File: config.mk
export PLATFORM = sky130hd
export DESIGN_NAME = mapper_sched
export DESIGN_NICKNAME = d
export VERILOG_FILES = /design/src/rtl/mapper_sched.sv
export SDC_FILE = /design/constraint.sdc
export NUM_CORES = 1
export LEC_CHECK = 0
export ABC_AREA = 1
export CORE_ASPECT_RATIO = 1.1
export CORE_MARGIN = 1.5
export CORE_UTILIZATION = 30
export DETAILED_ROUTE_END_ITERATION = 10
export PLACE_DENSITY_LB_ADDON = 0.3
export SKIP_CTS_REPAIR_TIMING = 1
export SYNTH_ARGS = -nofsm -noshare
export SYNTH_HDL_FRONTEND = slang
export SYNTH_SLANG_ARGS = --single-unit
File: constraint.sdc
create_clock -name iclk -period 4.8 [get_ports iclk]
set_input_delay 0.96 -clock iclk [delete_from_list [all_inputs] [get_ports iclk]]
set_output_delay 0.96 -clock iclk [all_outputs]
set_load 0.01 [all_outputs]
File: src/rtl/mapper_sched.sv
// rtl/mapper_sched.sv - bit-to-symbol scheduler feeding the QAM mapper
//
// Slices a framed byte stream into per-symbol bit groups of the order latched
// at start of frame, splits each group into re/im indices and issues one
// registered mapper request per symbol. Everything is gated by iclkena.
//
// Optional feature macro: MAPPER_SCHED_PAD_EN
//   defined   : a short residual at end of frame is zero-padded into a last symbol
//   undefined : the residual is discarded; a frame with no full symbol pulses odrop
//
// Ports
//   iclk     in   clock
//   ireset   in   asynchronous reset, active-low
//   iclkena  in   global clock enable (shared with the mapper)
//   ival     in   input byte valid
//   isop     in   first byte of frame, qualifies iqam
//   ieop     in   last byte of frame
//   iqam     in   [3:0] bits per symbol (1..10)
//   idat     in   [7:0] data byte, MSB first
//   ordy     out  byte accepted when ival & ordy & iclkena
//   oval     out  mapper request valid (one-cycle pulse per symbol)
//   osop     out  first symbol of frame
//   oeop     out  last symbol of frame
//   oqam     out  [3:0] latched order
//   odat_re  out  [4:0] re index
//   odat_im  out  [4:0] im index
//   odrop    out  one-cycle pulse: frame aborted or yielded no symbol
module mapper_sched #(
  parameter int pBUF_W   = 18,
  parameter int pDEF_QAM = 2
) (
  input  logic       iclk,
  input  logic       ireset,
  input  logic       iclkena,
  input  logic       ival,
  input  logic       isop,
  input  logic       ieop,
  input  logic [3:0] iqam,
  input  logic [7:0] idat,
  output logic       ordy,
  output logic       oval,
  output logic       osop,
  output logic       oeop,
  output logic [3:0] oqam,
  output logic [4:0] odat_re,
  output logic [4:0] odat_im,
  output logic       odrop
);

`ifdef MAPPER_SCHED_PAD_EN
  localparam bit PAD_EN = 1'b1;
`else
  localparam bit PAD_EN = 1'b0;
`endif

  localparam logic [3:0] DEF_QAM = 4'(pDEF_QAM);

  typedef enum logic [1:0] {IDLE, RUN, FLUSH} state_t;

  state_t            state, state_nxt;
  logic [pBUF_W-1:0] bbuf, bbuf_nxt;   // oldest bit at the MSB, unused bits always 0
  logic [4:0]        cnt, cnt_nxt;
  logic              sop_pend, sop_pend_nxt;
  logic [3:0]        qam_nxt;
  logic              oval_nxt, osop_nxt, oeop_nxt, odrop_nxt;
  logic [4:0]        re_nxt, im_nxt;

  logic              acc, take, restart, full, pad, emit, flushing, last;
  logic [3:0]        qam_new, n, nim;
  logic [pBUF_W-1:0] base_buf, comb_buf;
  logic [4:0]        base_cnt, tot, rem;
  logic [9:0]        win, sym;
  logic [pBUF_W-1:0] byte_msb;

  assign byte_msb = {idat, {(pBUF_W-8){1'b0}}};
  assign ordy     = (state != FLUSH) & (cnt <= 5'd9) & iclkena;

  always_comb begin
    acc      = ival & ordy;
    // Outside a frame only an isop byte is taken; anything else is acknowledged and dropped.
    take     = acc & (isop | (state == RUN));
    restart  = acc & isop;
    qam_new  = ((iqam >= 4'd1) && (iqam <= 4'd10)) ? iqam : DEF_QAM;
    n        = restart ? qam_new : oqam;
    base_buf = restart ? '0 : bbuf;
    base_cnt = restart ? 5'd0 : cnt;

    // The arriving byte is merged before the symbol decision so a symbol completed
    // by this byte is issued on the same edge that accepts it.
    comb_buf = base_buf | (take ? (byte_msb >> base_cnt) : '0);
    tot      = base_cnt + (take ? 5'd8 : 5'd0);

    full     = (tot >= {1'b0, n});
    pad      = PAD_EN & (state == FLUSH) & !full & (tot != 5'd0);
    emit     = full | pad;
    rem      = full ? (tot - {1'b0, n}) : 5'd0;
    flushing = (state == FLUSH) | (take & ieop);
    // Last symbol: nothing usable remains once this one leaves.
    last     = flushing & (PAD_EN ? (pad | (full & (rem == 5'd0)))
                                  : (full & (rem < {1'b0, n})));

    // Padding needs no special case: bits below cnt are always zero.
    win      = comb_buf[pBUF_W-1 -: 10];
    sym      = win >> (4'd10 - n);
    nim      = n >> 1;

    state_nxt    = state;
    bbuf_nxt     = emit ? (comb_buf << n) : comb_buf;
    cnt_nxt      = pad ? 5'd0 : (emit ? rem : tot);
    qam_nxt      = restart ? qam_new : oqam;
    sop_pend_nxt = (restart | sop_pend) & !emit;
    oval_nxt     = emit;
    osop_nxt     = emit & (restart | sop_pend);
    oeop_nxt     = last;
    re_nxt       = emit ? 5'(sym >> nim) : odat_re;
    im_nxt       = emit ? 5'(sym & ((10'd1 << nim) - 10'd1)) : odat_im;
    odrop_nxt    = restart & (state == RUN);

    if (take) state_nxt = ieop ? FLUSH : RUN;

    if (last) begin
      state_nxt = IDLE;
      bbuf_nxt  = '0;
      cnt_nxt   = 5'd0;
    end else if ((state == FLUSH) && !emit) begin
      // Residual discarded; flag the frame if it never produced a symbol.
      state_nxt = IDLE;
      bbuf_nxt  = '0;
      cnt_nxt   = 5'd0;
      odrop_nxt = sop_pend;
    end
  end

  always_ff @(posedge iclk or negedge ireset) begin
    if (!ireset) begin
      state    <= IDLE;
      bbuf     <= '0;
      cnt      <= 5'd0;
      sop_pend <= 1'b0;
      oqam     <= DEF_QAM;
      oval     <= 1'b0;
      osop     <= 1'b0;
      oeop     <= 1'b0;
      odat_re  <= 5'd0;
      odat_im  <= 5'd0;
      odrop    <= 1'b0;
    end else if (iclkena) begin
      state    <= state_nxt;
      bbuf     <= bbuf_nxt;
      cnt      <= cnt_nxt;
      sop_pend <= sop_pend_nxt;
      oqam     <= qam_nxt;
      oval     <= oval_nxt;
      osop     <= osop_nxt;
      oeop     <= oeop_nxt;
      odat_re  <= re_nxt;
      odat_im  <= im_nxt;
      odrop    <= odrop_nxt;
    end
  end

endmodule

==> results of run 1 <==
-- metal layers --
layer | global-route usage [%] | share of wire (%) | vias to the layer above
li1 | - | - | 2480
met5 | 0 | 0 | -
met3 | 2.53 | 5.9 | 42
met2 | 29.8 | 43 | 177
met4 | 10.8 | 5.0 | 0
met1 | 24.8 | 46 | 2238
-- state kept, by name, summed over array words and instances (netlist names) --
signal,flops
bbuf,18
cnt,5
odat_im,5
odat_re,5
oqam,4
state,2
odrop,1
oeop,1
osop,1
oval,1
sop_pend,1
-- cells by family (layout without fill, tap and decap cells) --
kind of cell	count (synthesis)	count (layout)	share of synthesized area (%)
XOR/XNOR	4	4	1.22
flip-flops	44	44	25.0
buffers and inverters	98	131	9.70
AO/OA/AOI/OAI	94	94	12.5
adder cells (fa/ha/maj)	8	8	2.27
AND/OR/NAND/NOR	479	479	49.2
-- how the worst max path moves through the flow --
stage	startpoint	end	slack, ps	cells after the start
finish	iclkena	bbuf[1]	450	24
global route	iclkena	bbuf[1]	110	24
CTS	iclkena	bbuf[1]	450	24
detailed placement	iclkena	bbuf[1]	160	24
global placement	iclkena	bbuf[1]	230	24
floorplan	iclkena	bbuf[10]	580	27
-- metrics by stage --
| stage | std cells | utilization [%] | setup WS, ps |
|---|---|---|---|
| floorplan | 727 | - | 581 |
| global placement | 945 | 34.5 | 233 |
| detailed placement | 945 | 34.5 | 160 |
| CTS | 952 | 35.8 | 448 |
| global route | 952 | 35.8 | 108 |
| finish | 952 | 35.8 | 453 |
-- power breakdown --
group | internal [mW] | leakage, nW | total, mW | switching [mW]
logic | 1.15 | 1.96 | 3.38 | 2.23
clock network | 0.296 | 0.0899 | 0.454 | 0.158
registers | 0.538 | 0.559 | 0.645 | 0.107
-- cells in the final DEF, fill, tap and decap left out, types with 4 or more instances in the layout --
cell,n
nand4_1,9
nor2_1,30
inv_2,10
a21oi_1,29
nor2_2,5
buf_4,18
o21ai_0,21
clkdlybuf4s50_1,35
nand2_2,8
o211ai_1,4
clkbuf_16,5
nor3_1,4
o21ai_1,18
nand2_1,255
dfrtp_1,43
inv_1,59
nand3_2,7
ha_1,8
nand3_1,148
-- layout make-up --
type | instances | area (um^2) | share of cell area [%]
clock buffer | 5 | 125 | 2.43
inverter | 70 | 265 | 5.15
tap | 192 | 240 | 4.66
sequential | 44 | 1100 | 21.4
clock inverter | 2 | 60.1 | 1.17
multi-input combinational | 585 | 2870 | 55.7
timing repair buffer | 54 | 490 | 9.51
-- tightest hold or removal path: stages (launching register included) --
cell and delay, ps:
dfrtp_1 340, nand2_1 50, nand2_1 60
==> impl_metrics.csv, run 1 <==
group,metric,value,unit
hold_path,hp-start,"bbuf[7]",
setup_path,path_cells,"clkdlybuf4s50_1 -> nand2_1 -> nor2_2 -> nand4_2 -> nand2_1 -> inv_2 -> ha_1 -> ha_1 -> nand2_1 -> nand3b_1 -> nor2_1 -> nor2_1 -> nand2_2 -> inv_4 -> nor2_1 -> ha_1 -> a21oi_1 -> o211ai_1 -> inv_1 -> nand3_1 -> nor2_2 -> nor2_4 -> o21ai_0 -> nand2_1",
clock_network,insertion_delay,290,ps
routing,ant_nets,0,
die,start_util,30.6,%
setup_path,crit_arrival,4580,ps
logic_synthesis,yosysMostFrequentCell,"nand2_1",
setup_path,worstPathRequired,5030,ps
cells_and_area,fin_nets,786,
placed_design,numPortBuffers,36,
hold_path,holdPathStages,2,
routing,via_count,4937,
logic_synthesis,netlist_area,4400,um^2
logic_synthesis,synth-seq-cells,44,
grt,antenna_found_initial,0,
die,die_x,118,um
power_and_ir_drop,leakage,2.61,nW
logic_synthesis,synth_top_flop_cell,"dfrtp_1",
timing,slew_headroom,30.4,%
routing,detail_route.wl_per_cell,15.0,um
setup_path,r2r_start,"cnt[4]",
timing,finalSetupTns,0,ps
clock_network,cts_max_path_buffers,2,
clock_network,root_buffer,"clkbuf_16",
power_and_ir_drop,peakVddDrop,257,uV
setup_path,cp_common_cell,"nand2_1",
logic_synthesis,synthesis.nets,753,
logic_synthesis,synthArstFlopShare,100,%
logic_synthesis,yosysWarnings,0,
hold_path,hold_path_end,"bbuf[7]",
grt,grt_max_degree,45,
setup_path,crit_fanout,15,
die,fp.dieArea,15400,um^2
logic_synthesis,ys_top_cells_by_count,"nand2_1, nand3_1, inv_1",
timing,holdWs,482,ps
setup_path,worst-setup-path-type,"in2reg",
timing,setup_viol_count_final,0,
timing,period_share,90.6,%
setup_path,reg2reg_depth,24,
power_and_ir_drop,power.total,4.48,mW
timing,min_period,4350,ps
die,rows,46,
timing,timing.fmax,230,MHz
timing,rsz0062_at_grt,"false",
setup_path,cp-end-kind,"register",
power_and_ir_drop,power_density,868,nW/um^2
grt,grt_use_total,18.8,%
logic_synthesis,synth.area.top_cells,"dfrtp_1, nand2_1, nand3_1",
clock_network,clock_sinks,44,
routing,drt_wl_total,14300,um
status,outcome,"complete, no violations",
setup_path,r2r_end,"bbuf[1]",
clock_network,cts_tree,"yes",
setup_path,crit_buf_inv,4,
timing,hold_viol,0,
logic_synthesis,synth_top_area_cell,"dfrtp_1",
routing,drt-pass1-iter-count,7,
routing,dr.first_iter.drc_count,439,
die,die_y,130,um
routing,via_per_inst,5.19,
clock_network,cts_max_level,2,
placed_design,placed_area,4970,um^2
logic_synthesis,synth_top_area_share,24.5,%
setup_path,slowest_delay,490,ps
clock_network,cts_buffers,5,
logic_synthesis,avgSynthCellArea,6.05,um^2
cells_and_area,diodes,0,
die,io_pins,37,
grt,grt_overflow,0,
timing,maxSlewViolCount,0,
setup_path,r2r_setup_slack,1090,ps
cells_and_area,drive_above_1_share,9.47,%
clock_network,clkTransAtPathRegs,60,ps
placed_design,dp_hpwl,11100,um
logic_synthesis,yosysSeqAreaShare,25.0,%
grt,grt_pass1_wl,23100,um
setup_path,startpoint_type,"primary input",
setup_path,cp_top_family,"simple AND/OR/NAND/NOR gates",
placed_design,gp_congestion,0.913,
timing,tightest_slew,1040,ps
logic_synthesis,syn_inst,727,
logic_synthesis,synth_edf_count,0,
grt,grt_pass1_vias,4440,
cells_and_area,n_fill_cell,1600,
cells_and_area,fin_area,5150,um^2
cells_and_area,syn_to_final_growth,17.1,%
setup_path,crit_slowest_cell,"clkdlybuf4s50_1",
flow_run,max-cap-violations,0,
hold_path,hold_class,"reg2reg",
die,core_area,14400,um^2
timing,fin_skew,7.31,ps
routing,drc_errors,0,
logic_synthesis,synth.distinct_cells,44,
No activity file was read; power rests on OpenSTA's default activity.
==> inputs of run 2 (changes only) <==
--- a/config.mk
+++ b/config.mk
@@ -10,6 +10,7 @@
 export CORE_MARGIN = 1.5
 export CORE_UTILIZATION = 30
 export DETAILED_ROUTE_END_ITERATION = 10
+export GPL_TIMING_DRIVEN = 0
 export PLACE_DENSITY_LB_ADDON = 0.3
 export SKIP_CTS_REPAIR_TIMING = 1
 export SYNTH_ARGS = -nofsm -noshare
==> run 2 against run 1 <==
Against the previous run: sequential power is 2% lower; critical endpoint is now bbuf[9]; clock skew is 2.4 ps lower; worst hold slack worse by 3.0 ps; via count is 3.2% higher; global-route usage is 1.7 points higher; routed wire length is 10% higher; first-iteration DRC count is 22% higher; die area stayed put.
==> impl_metrics.csv, run 2 (synthesized netlist as in run 1, its figures left out) <==
group,metric,value,unit
timing,min_period,4480,ps
cells_and_area,final_common_cell,"nand2_1",
power_and_ir_drop,power_density,879,nW/um^2
cells_and_area,diodes,0,
timing,tightest_slew,708,ps
setup_path,startpoint_type,"primary input",
routing,drt_wl_total,15700,um
flow_run,max-cap-violations,0,
routing,detail_route.wl_per_cell,16.3,um
grt,grt_pass1_vias,4670,
routing,via_count,5094,
grt,grt_use_total,20.5,%
grt,grt_max_degree,24,
setup_path,crit_fanout,19,
timing,rsz0062_at_grt,"false",
grt,grt_pass1_wl,24800,um
cells_and_area,syn_to_final_growth,19.9,%
timing,fin_ws,324,ps
clock_network,clock_sinks,44,
routing,dr.first_iter.drc_count,535,
hold_path,hold_class,"reg2reg",
cells_and_area,largest_reg_flops,18,
die,io_pins,37,
clock_network,cts_max_path_buffers,2,
placed_design,gp_congestion,0.913,
setup_path,worstPathRequired,5030,ps
grt,antenna_found_initial,0,
timing,holdWs,479,ps
cells_and_area,final_cells,966,
placed_design,place_ws,-900,ps
hold_path,holdPathStages,2,
clock_network,root_buffer,"clkbuf_16",
die,rows,46,
placed_design,numPortBuffers,36,
timing,timing.fmax,223,MHz
timing,maxSlewViolCount,0,
timing,period_share,93.3,%
routing,via_per_inst,5.27,
timing,setup_viol_count_final,0,
setup_path,cp-end-kind,"register",
routing,ant_nets,0,
setup_path,reg2reg_depth,25,
grt,grt_overflow,0,
power_and_ir_drop,peakVddDrop,261,uV
setup_path,r2r_setup_slack,710,ps
routing,drc_errors,0,
cells_and_area,drive_above_1_share,10.5,%
setup_path,crit_arrival,4710,ps
clock_network,cts_max_level,2,
cells_and_area,regMostFlops,"bbuf",
die,core_area,14400,um^2
cells_and_area,fin_nets,799,
routing,drt-pass1-iter-count,5,
die,die_y,130,um
grt,grt.busiest_layer,"met2",
cells_and_area,final_cell_mix,"nand2_1, nand3_1, inv_1",
die,fp.dieArea,15400,um^2
timing,hold_viol,0,
status,outcome,"complete, no violations",
grt,use_met1,26.4,%
power_and_ir_drop,leakage,2.62,nW
clock_network,insertion_delay,300,ps
die,die_x,118,um
cells_and_area,fin_util,36.7,%
timing,fin_skew,4.95,ps
placed_design,dp_hpwl,12000,um
clock_network,clkTransAtPathRegs,70,ps
die,start_util,30.6,%
grt,grtUsageMet2,34.0,%
placed_design,place_inst,956,
clock_network,cts_buffers,5,
setup_path,worst-setup-path-type,"in2reg",
grt,grt.met3_usage,2.62,%
clock_network,cts_tree,"yes",
timing,slew_headroom,52.8,%
-- run 2: critical path, cell delays in order --
cell and delay (ps):
clkdlybuf4s50_1 540, nand4_4 160, inv_4 170, nand2_1 90, o21ai_2 170, buf_8 240
ha_1 260, nand2_1 50, nand3b_1 90, nor2_1 50, nor2_1 100, nand2_2 90
buf_6 160, inv_4 190, nor2_2 70, ha_1 310, a21oi_2 60, o211ai_1 160
inv_1 70, nand3_1 80, nor2_2 50, nor2_4 200, buf_8 190, nand3_2 90
nand2_1 70
-- run 2: per-stage QoR --
stage / power (mW) / area [um^2] / setup TNS (ps)
after floorplan: 3.14 / 4400 / 0
after global placement: 4.09 / 5000 / -21140
after detailed placement: 4.07 / 5020 / -20730
after CTS: 4.50 / 5180 / -12460
after global routing: 5.09 / 5280 / 0
final: 4.64 / 5280 / 0
-- run 2: power breakdown --
| part | internal, mW | switching [mW] |
|---|---|---|
| logic | 1.21 | 2.38 |
| clock network | 0.245 | 0.163 |
| registers | 0.538 | 0.0972 |
-- run 2: path summary, 6_finish.rpt --
| kind | startpoint | to |
|---|---|---|
| max | ival | bbuf[9] |
| min | odrop | odrop |
| max reg2reg | cnt[2] | bbuf[9] |
| min reg2reg | odrop | odrop |
| max in group asynchronous | ireset | oqam[1] |
| min in group asynchronous | ireset | oval |
-- run 2: area by class of cell --
type	instances	area [um^2]
Buffer	26	166
Clock buffer	5	125
Clock inverter	3	42.5
Fill cell	1583	9110
Inverter	70	273
Multi-Input combinational cell	585	2930
Sequential cell	44	1100
Tap cell	192	240
Timing Repair Buffer	41	400
-- run 2: per-layer routing --
metal | up-vias | wire length, um
li1 | 2500 | -
met1 | 2337 | 7030
met2 | 211 | 6990
met3 | 46 | 904
met4 | 0 | 784
met5 | - | 0
==> inputs of run 3 (changes only) <==
--- a/config.mk
+++ b/config.mk
@@ -16,3 +16,4 @@
 export SYNTH_ARGS = -nofsm -noshare
 export SYNTH_HDL_FRONTEND = slang
 export SYNTH_SLANG_ARGS = --single-unit
+export TNS_END_PERCENT = 50
==> results of run 3 <==
No change in the layout: final DEF, timing and power equal those of run 2.
==> variant: new RTL, settings of run 3 <==
Build with the macro `MAPPER_SCHED_PAD_EN` defined.
--- a/src/rtl/mapper_sched.sv
+++ b/src/rtl/mapper_sched.sv
@@ -26,4 +26,6 @@
 //   odat_im  out  [4:0] im index
 //   odrop    out  one-cycle pulse: frame aborted or yielded no symbol
+`define MAPPER_SCHED_PAD_EN
+
 module mapper_sched #(
   parameter int pBUF_W   = 18,
Function: changed (a bounded check fails within 4 cycles, from zero or initial values and one cycle with ireset low).
==> variant against run 3 <==
Routed wire length is 2.6% lower. Cell area is 1.8% lower. Setup slack better by 0.055 ns. Area after synthesis is 0.17% lower. Power is 1.8% lower. Clock skew is 0.0046 ns higher. Sequential cell count stayed put.
==> variant: results (changes against run 3) <==
result_of_the_run: "finished clean"
sequentialPowerShare_pct: 14.0  # +0.3 points
power_leakage_nw: 2.74  # +4.4%
synth_enable_flop_cells: 0  # unchanged
yosysUniqueCellTypes: 40  # -9.1%
drt-initial-drc-count: 547  # +2.2%
r2r_end: "bbuf[14]"
total_power_mw: 4.55  # -1.8%
postSynth.topFlopCell: "sky130_fd_sc_hd__dfrtp_1"
place_congestion: 0.944  # +3.4%
grt_pass1_vias: 4679  # +0.19%
drive_above_1_share_pct: 8.25  # -2.2 points
met3WireLength_um: 913  # +1.0%
cts_root_buf: "sky130_fd_sc_hd__clkbuf_16"
grt_start_max_net_pins: 26  # +8.3%
syn-mean-instance-area_um2: 5.81  # -4.0%
later_pin_clock_latency_in_the_skew_report_ns: 0.30  # about the same
wirelength_met1_mm: 6.96  # -1.0%
htree_levels: 2  # unchanged
sw_frac_of_total_pct: 57.2  # +0.28 points
fin_crit_sh_pct: 92.1  # -1.1 points
r2r_cells: 22  # -12%
irDropWorstVdd_mv: 0.238  # -9.0%
hold_path_end: "bbuf[9]"
yosys.area_share.adder_pct: 1.42  # -0.85 points
synth_compound_area_share_pct: 8.46  # -4.1 points
rrSetupSlack_ns: 0.88  # +0.17 ns
detailedPlacementHpwl_mm: 11.9  # -1.4%
routed_wire_length_per_instance_um: 15.4  # -5.2%
fill_cells: 1594  # +0.69%
worst_setup_path_endpoint: "bbuf[14]"
finClkSkew_ns: 0.00954  # +0.00459 ns
place_area_um2: 5000  # -0.35%
drt-pass1-iter-count: 7  # +2
tightestPinTransition_ns: 0.682  # -0.0268 ns
mappedNetlistNets: 779  # +3.5%
global_route.usage.met1_pct: 25.8  # -0.55 points
pre_cts_ws_ns: 0.0807  # +0.980 ns
ys_top_cells_by_area: "sky130_fd_sc_hd__dfrtp_1, sky130_fd_sc_hd__nand2_1, sky130_fd_sc_hd__nand3_1"
met2WireLength_mm: 6.97  # -0.37%
netlist_top_cells_count: "sky130_fd_sc_hd__nand2_1, sky130_fd_sc_hd__nand3_1, sky130_fd_sc_hd__inv_1"
final_cells: 992  # +2.7%
globalRouteTotalUtil_pct: 19.9  # -0.64 points
numCtsBuffers: 5  # unchanged
met2_usage_pct: 33.1  # -0.96 points
synth_seq_area_share_pct: 25.1  # +0.043 points
worst_hold_start: "bbuf[9]"
place.detailed.instances: 984  # +2.9%
globalRouteMet3Util_pct: 3.63  # +1.0 points
share_clk_of_total_power_pct: 9.4  # +0.6 points
synth_xor_area_share_pct: 0.797  # -0.43 points
grt_first_pass_wirelength_mm: 24.1  # -2.7%
largest_fanout_on_the_critical_path: 10  # -9
hp-class: "reg -> reg"
placement.io_buffers: 35  # -2.8%
cp_data_arrival_time_ns: 4.61  # -0.10 ns
final_net_count: 822  # +2.9%
via_count: 5098  # +0.079%
final.hold.worst_slack_ns: 0.484  # +0.00480 ns
==> variant: changes by cell type after synthesis, moves of 5 or more <==
cell                      before  now
sky130_fd_sc_hd__nand3_1     148  178
sky130_fd_sc_hd__nand2_1     255  276
sky130_fd_sc_hd__a21oi_1      29   12
sky130_fd_sc_hd__nor2_1       30   43
sky130_fd_sc_hd__buf_2         9   15
sky130_fd_sc_hd__nand3_2       7    1
sky130_fd_sc_hd__inv_1        59   64
sky130_fd_sc_hd__o21ai_1      18   13
==> variant: worst max-delay path: stages <==
cell and delay [ns]:
sky130_fd_sc_hd__clkdlybuf4s50_1 0.59, sky130_fd_sc_hd__nand3_4 0.13, sky130_fd_sc_hd__nor2_8 0.20, sky130_fd_sc_hd__nand2_1 0.10
sky130_fd_sc_hd__o21ai_2 0.21, sky130_fd_sc_hd__inv_1 0.25, sky130_fd_sc_hd__clkbuf_1 0.35, sky130_fd_sc_hd__ha_1 0.41
sky130_fd_sc_hd__inv_1 0.07, sky130_fd_sc_hd__nor2_1 0.17, sky130_fd_sc_hd__a21oi_2 0.07, sky130_fd_sc_hd__nand2_1 0.09
sky130_fd_sc_hd__buf_6 0.14, sky130_fd_sc_hd__nand2_1 0.07, sky130_fd_sc_hd__nand3b_1 0.15, sky130_fd_sc_hd__nand2_1 0.08
sky130_fd_sc_hd__nand2_2 0.07, sky130_fd_sc_hd__nand2_2 0.13, sky130_fd_sc_hd__buf_6 0.20, sky130_fd_sc_hd__nor2_2 0.05
sky130_fd_sc_hd__nand2_1 0.05, sky130_fd_sc_hd__nand2_1 0.05
==> variant: layout make-up <==
type	instances	area share, %
Timing Repair Buffer	36	7.05
Multi-Input combinational cell	605	54.9
Inverter	72	5.22
Sequential cell	44	21.3
Clock buffer	7	2.95
Buffer	35	3.40
Clock inverter	1	0.580
Tap cell	192	4.64
